File: config.mk
export PLATFORM = sky130hd
export DESIGN_NAME = fft_8p_sequencer
export DESIGN_NICKNAME = d
export VERILOG_FILES = /design/src/rtl/fft_seq_pkg.sv /design/src/rtl/fft_seq_addr_gen.sv /design/src/rtl/fft_8p_sequencer.sv
export SDC_FILE = /design/constraint.sdc
export NUM_CORES = 1
export LEC_CHECK = 0
export CAP_MARGIN = 30
export CELL_PAD_IN_SITES_DETAIL_PLACEMENT = 1
export CELL_PAD_IN_SITES_GLOBAL_PLACEMENT = 1
export CORE_MARGIN = 5
export CORE_UTILIZATION = 35
export DETAILED_ROUTE_END_ITERATION = 6
export PLACE_DENSITY_LB_ADDON = 0.1
export SLEW_MARGIN = 5
export SYNTH_ARGS = -nofsm -noshare
export SYNTH_HDL_FRONTEND = slang
export SYNTH_SLANG_ARGS = --single-unit
File: constraint.sdc
create_clock -name clk -period 4.75 [get_ports clk]
set_input_delay 0.95 -clock clk [delete_from_list [all_inputs] [get_ports clk]]
set_output_delay 0.95 -clock clk [all_outputs]
set_load 0.05 [all_outputs]
File: src/rtl/fft_seq_pkg.sv
// Shared types and constants for the 8-point FFT frame sequencer.
package fft_seq_pkg;

  typedef enum logic [2:0] {
    IDLE = 3'd0,
    LOAD = 3'd1,
    BF1  = 3'd2,
    BF2  = 3'd3,
    BF3  = 3'd4,
    DONE = 3'd5
  } state_t;

  localparam int N_POINTS = 8;
  // Sample counter must reach N_POINTS-1+ROM_LAT (at most 8).
  localparam int CNT_W    = 4;

  // Last sample-counter value of the LOAD phase for a given ROM latency.
  function automatic int load_last(input int rom_lat);
    return N_POINTS - 1 + rom_lat;
  endfunction

endpackage

File: src/rtl/fft_seq_addr_gen.sv
// ROM address counter plus the ROM-latency delay line that turns the
// address-issue strobe into the datapath serial-to-parallel shift enable.
module fft_seq_addr_gen
  import fft_seq_pkg::*;
#(
  parameter int ADDR_W  = 6,
  parameter int ROM_LAT = 1
) (
  input  logic              clk,
  input  logic              reset,
  input  logic              inc,
  input  logic              clear,
  output logic [ADDR_W-1:0] rom_addr,
  output logic              en_s2p
);

  // NOTE: non-blocking assignments in clocked blocks so every register samples pre-edge values.
  always_ff @(posedge clk) begin
    if (reset) begin
      rom_addr <= '0;
    end else if (inc) begin
      rom_addr <= rom_addr + ADDR_W'(1);  // natural wrap modulo 2^ADDR_W
    end
  end

  generate
    if (ROM_LAT == 0) begin : g_lat0
      assign en_s2p = inc & ~clear;
    end else begin : g_lat1
      logic issue_q;
      always_ff @(posedge clk) begin
        if (reset || clear) begin
          issue_q <= 1'b0;
        end else begin
          issue_q <= inc;
        end
      end
      assign en_s2p = issue_q;
    end
  endgenerate

endmodule

File: src/rtl/fft_8p_sequencer.sv
// Frame-level handshaking sequencer for the 8-point FFT datapath.
// Optional status counters (frame_cnt, abort_cnt) are built when FFT_SEQ_STATUS_EN is defined.
module fft_8p_sequencer
  import fft_seq_pkg::*;
#(
  parameter int ADDR_W  = 6,
  parameter int ROM_LAT = 1
) (
  input  logic              clk,
  input  logic              reset,
  input  logic              start_valid,
  output logic              start_ready,
  input  logic              abort,
  output logic [ADDR_W-1:0] rom_addr,
  output logic              en_s2p,
  output logic              en_bf1_1,
  output logic              en_bf1_2,
  output logic              en_bf1_3,
  output logic              en_bf1_4,
  output logic              en_bf2_1,
  output logic              en_bf2_2,
  output logic              en_bf3,
  output logic              out_valid,
  input  logic              out_ready,
  output logic              busy
`ifdef FFT_SEQ_STATUS_EN
  ,
  output logic [15:0]       frame_cnt,
  output logic [7:0]        abort_cnt
`endif
);

  localparam int LOAD_LAST = load_last(ROM_LAT);

  state_t           state, state_n;
  logic [CNT_W-1:0] cnt;
  logic             accept;
  logic             inc;

  // Abort blocks acceptance so a same-cycle start is dropped.
  assign start_ready = !abort && ((state == IDLE) || (state == DONE && out_ready));
  assign accept      = start_valid && start_ready;
  // Address issues on counter 0..7; an abort freezes the address where it is.
  assign inc         = (state == LOAD) && (cnt < CNT_W'(N_POINTS)) && !abort;

  always_ff @(posedge clk) begin
    if (reset) begin
      state <= IDLE;
      cnt   <= '0;
    end else begin
      state <= state_n;
      cnt   <= (state == LOAD && state_n == LOAD) ? cnt + CNT_W'(1) : '0;
    end
  end

  always_comb begin
    // NOTE: every output gets a default first so no path infers a latch.
    state_n   = state;
    en_bf1_1  = 1'b0;
    en_bf1_2  = 1'b0;
    en_bf1_3  = 1'b0;
    en_bf1_4  = 1'b0;
    en_bf2_1  = 1'b0;
    en_bf2_2  = 1'b0;
    en_bf3    = 1'b0;
    out_valid = 1'b0;
    busy      = (state != IDLE);
    case (state)
      IDLE: if (accept) state_n = LOAD;
      LOAD: if (cnt == CNT_W'(LOAD_LAST)) state_n = BF1;
      BF1: begin
        en_bf1_1 = 1'b1;
        en_bf1_2 = 1'b1;
        en_bf1_3 = 1'b1;
        en_bf1_4 = 1'b1;
        state_n  = BF2;
      end
      BF2: begin
        en_bf2_1 = 1'b1;
        en_bf2_2 = 1'b1;
        state_n  = BF3;
      end
      BF3: begin
        en_bf3  = 1'b1;
        state_n = DONE;
      end
      DONE: begin
        out_valid = 1'b1;
        if (accept)         state_n = LOAD;
        else if (out_ready) state_n = IDLE;
      end
      default: state_n = IDLE;
    endcase
    if (abort) state_n = IDLE;
  end

  fft_seq_addr_gen #(
    .ADDR_W  (ADDR_W),
    .ROM_LAT (ROM_LAT)
  ) u_addr_gen (
    .clk      (clk),
    .reset    (reset),
    .inc      (inc),
    .clear    (abort),
    .rom_addr (rom_addr),
    .en_s2p   (en_s2p)
  );

`ifdef FFT_SEQ_STATUS_EN
  always_ff @(posedge clk) begin
    if (reset) begin
      frame_cnt <= '0;
      abort_cnt <= '0;
    end else begin
      if (out_valid && out_ready && !abort) frame_cnt <= frame_cnt + 16'd1;
      if (abort && busy && abort_cnt != 8'hFF) abort_cnt <= abort_cnt + 8'd1;
    end
  end
`endif

endmodule
==> impl_metrics.yaml <==
critical_path:
  setup.worst_path.class: "in2out"
  path_length_in_cells_of_the_critical_path: 5
  setup.worst_path.start: "out_ready"
  cpLargestDelayFamily: "buffers and inverters"
  critical_path.max_stage_delay_ps: 830
  timing.reg2reg.worst_path_depth: 3
  critical_path.reg2reg.startpoint: "state[0]"
  cp_cell_sequence: "clkdlybuf4s50_1 -> nand3_1 -> o21a_1 -> nor3_1 -> clkdlybuf4s50_1"
  timing.critical_path.mode_cell: "clkdlybuf4s50_1"
  worstPathBufferInverterCount: 2
  worst_setup_path_start_kind: "primary input"
  worstSetupEndpointType: "primary output"
  critical_r2r_capture: "u_addr_gen.rom_addr[3]"
  critical_path.slowest_cell: "clkdlybuf4s50_1"
  timing.critical_path.arrival_ps: 2610
  endpoint: "start_ready"
  cp_data_required_time_ps: 3800
  r2r_slack_ps: 2890
  maximum_fanout_along_the_worst_path: 2
logic_synthesis:
  netlist_instances: 90
  ys.warnings.count: 0
  synth_area_per_cell_um2: 8.34
  post_synthesis_cell_type_count: 32
  ys_seq_elements: 14
  ys_top_cells_by_area: "dfxtp_1 37%, ha_1 5.0%, nor2b_1 4.2%"
  syn_nets: 98
  proportion_of_synthesized_chip_area_in_sequential_cells_pct: 37.3
  synth.largest_area_cell: "dfxtp_1"
  yosys.area.top_type_share_pct: 37.3
  syn-cell-area_um2: 751
outcome:
  run_status: "complete, no violations"
place:
  dp.final_hpwl_um: 1360
  gp_routability_congestion: 0.671
  port_buffers: 21
  placedInstanceArea_um2: 941
  place_worst_setup_slack_ps: 1170
  placed_cells: 128
floorplan:
  floorplan.initialDensity_pct: 37.5
  design.die.area_um2: 3170
  die_height_um: 56.3
  design.portCount: 22
  std_cell_rows: 16
  dieWidth_um: 56.3
  placeableCoreArea_um2: 2000
routing:
  vias: 675
  postRouteAntennaNets: 0
  drt_drc_violations_left: 0
  drt_wl_total_um: 1790
  routed_wirelength_normalized_by_instance_count_um: 13.6
  vias_per_cell: 5.11
  drtIter0Drc: 2
  drt_pass1_iterations: 4
global_route:
  grt_pass1_wl_um: 3280
  first_global_vias: 668
  groute.usage.overall_pct: 12.8
  grt_start_max_net_pins: 14
  antenna_found_initial: 0
  gr-total-overflow: 0
clock_tree:
  cts_made_buffers: 3
  cts-htree-levels: 1
  max-clock-path-buffers: 2
  ctsRootBufferMaster: "clkbuf_4"
  skew_pair_late_insertion_delay_ps: 280
  clock_sinks: 14
  worst_path_clk_slew_ps: 80
  post_cts_repair_resize_count: 0
  cts_setup_buffers: 0
  cts_tree: "built"
  cts_hold_buf: 0
finish:
  register_area_um2: 280
  layout.core_utilization_pct: 48.8
  fin_area_um2: 977
  insertedDiodeCount: 0
  layout.cells.non_filler: 132
  syn_to_final_growth_pct: 30.2
  fillers: 242
  multi_input_gate_area_in_the_final_layout_um2: 402
  drive_gt1_share_pct: 3.81
  layout.nets: 114
sta:
  fin_setup_tns_ps: 0
  tightestPinTransition_ps: 515
  slew_viol_final: 0
  maxClockFrequency_ghz: 0.281
  grt_setup_unrepaired: "no"
  final.period_utilization_pct: 75.0
  worst_slew_margin_rel_pct: 65.6
  finalCriticalPeriod_ps: 3560
  worst_clock_skew_ps: 7.39
  setup_violations: 0
  final_number_of_hold_violating_endpoints: 0
  finalWorstSetupSlack_ps: 1190
power:
  power_density_nw_per_um2: 238
  vdd.ir_drop.worst_uv: 193
  leakage_uw: 0.000339
flow_run:
  cap_violations: 0
worst_hold_path:
  min-delay-path-class: "reg2reg"
layer usage:
layer	part of all wire (%)	global-route usage (%)	vias up
met2	47	19.2	11
li1	-	-	345
met4	1.2	5.08	0
met1	48	17.4	315
met5	0	0	-
met3	3.8	3.21	4
synth_stat cells:
master / number
o221ai_1: 1
or3b_1: 1
nand4b_1: 1
xnor2_1: 1
and3b_1: 1
nor2_1: 8
buf_4: 4
clkbuf_1: 5
nand3b_1: 1
o21ai_0: 1
nand4_1: 1
buf_2: 1
nor2b_1: 5
nand2_1: 2
o31ai_1: 3
o21a_1: 3
a21oi_1: 6
mux2_1: 1
or2_1: 1
nor3_1: 4
xor2_1: 1
inv_1: 4
o21ai_1: 1
nand3_1: 5
or4_1: 3
dfxtp_1: 14
ha_1: 3
and2_1: 1
or3_1: 2
nor3b_1: 3
o41ai_1: 1
and4_1: 1
placed cells by master, fill, tap and decap left out, types with 2 or more instances in the layout:
master / instances
nor2b_1: 5
clkbuf_4: 3
or3_1: 2
a21oi_1: 6
o31ai_1: 3
inv_1: 4
o21a_1: 3
nor3_1: 4
clkdlybuf4s50_1: 21
nand3_1: 5
nor3b_1: 3
dfxtp_1: 14
nand2_1: 2
nor2_1: 8
ha_1: 3
or4_1: 3
power by group:
part           total (µW)  internal, µW  switching (µW)
Combinational        25.6          10.1            15.6
Clock                85.9          46.6            39.3
Sequential            121           119            2.48
sequential cells by signal, indices dropped and copies added, names as in the netlist:
register / cells
cnt: 4
state: 3
u_addr_gen.en_s2p: 1
u_addr_gen.rom_addr: 6
how the worst min path moves through the flow:
| stage | slack [ps] | startpoint | to | cells after the start |
|---|---|---|---|---|
| 2_1_floorplan | 430 | cnt[0] | cnt[0] | 1 |
| 3_3_place_gp | 450 | cnt[0] | cnt[0] | 1 |
| 3_5_place_dp | 460 | cnt[0] | cnt[0] | 1 |
| 4_1_cts | 480 | cnt[0] | cnt[0] | 1 |
| 5_1_grt | 520 | cnt[0] | cnt[0] | 1 |
| 6_report | 470 | cnt[0] | cnt[0] | 1 |
cell type report:
| cell class | instances | share of cell area, % |
|---|---|---|
| multi-input cells | 62 | 41.1 |
| flip-flops and latches | 14 | 28.7 |
| repair buffers | 21 | 21.5 |
| clock buffers | 4 | 3.71 |
| well taps | 27 | 3.46 |
| inverters | 4 | 1.54 |
through the flow:
stage,hold WS [ps],power [µW]
floorplan,430,140
detailed placement,455,150
finish,469,233
global placement,448,149
CTS,475,235
global route,524,244
cell families (layout without fill, tap and decap cells):
logic type | count (synthesis) | in the layout | synth area share, %
flops | 14 | 14 | 37.3
simple gates | 40 | 40 | 31.0
mux | 1 | 1 | 1.50
fa+ha+maj | 3 | 3 | 5.00
compound gates | 16 | 16 | 13.7
buf+inv | 14 | 29 | 9.17
xor+xnor | 2 | 2 | 2.33
Note: power is estimated with default switching activity, not from simulation.
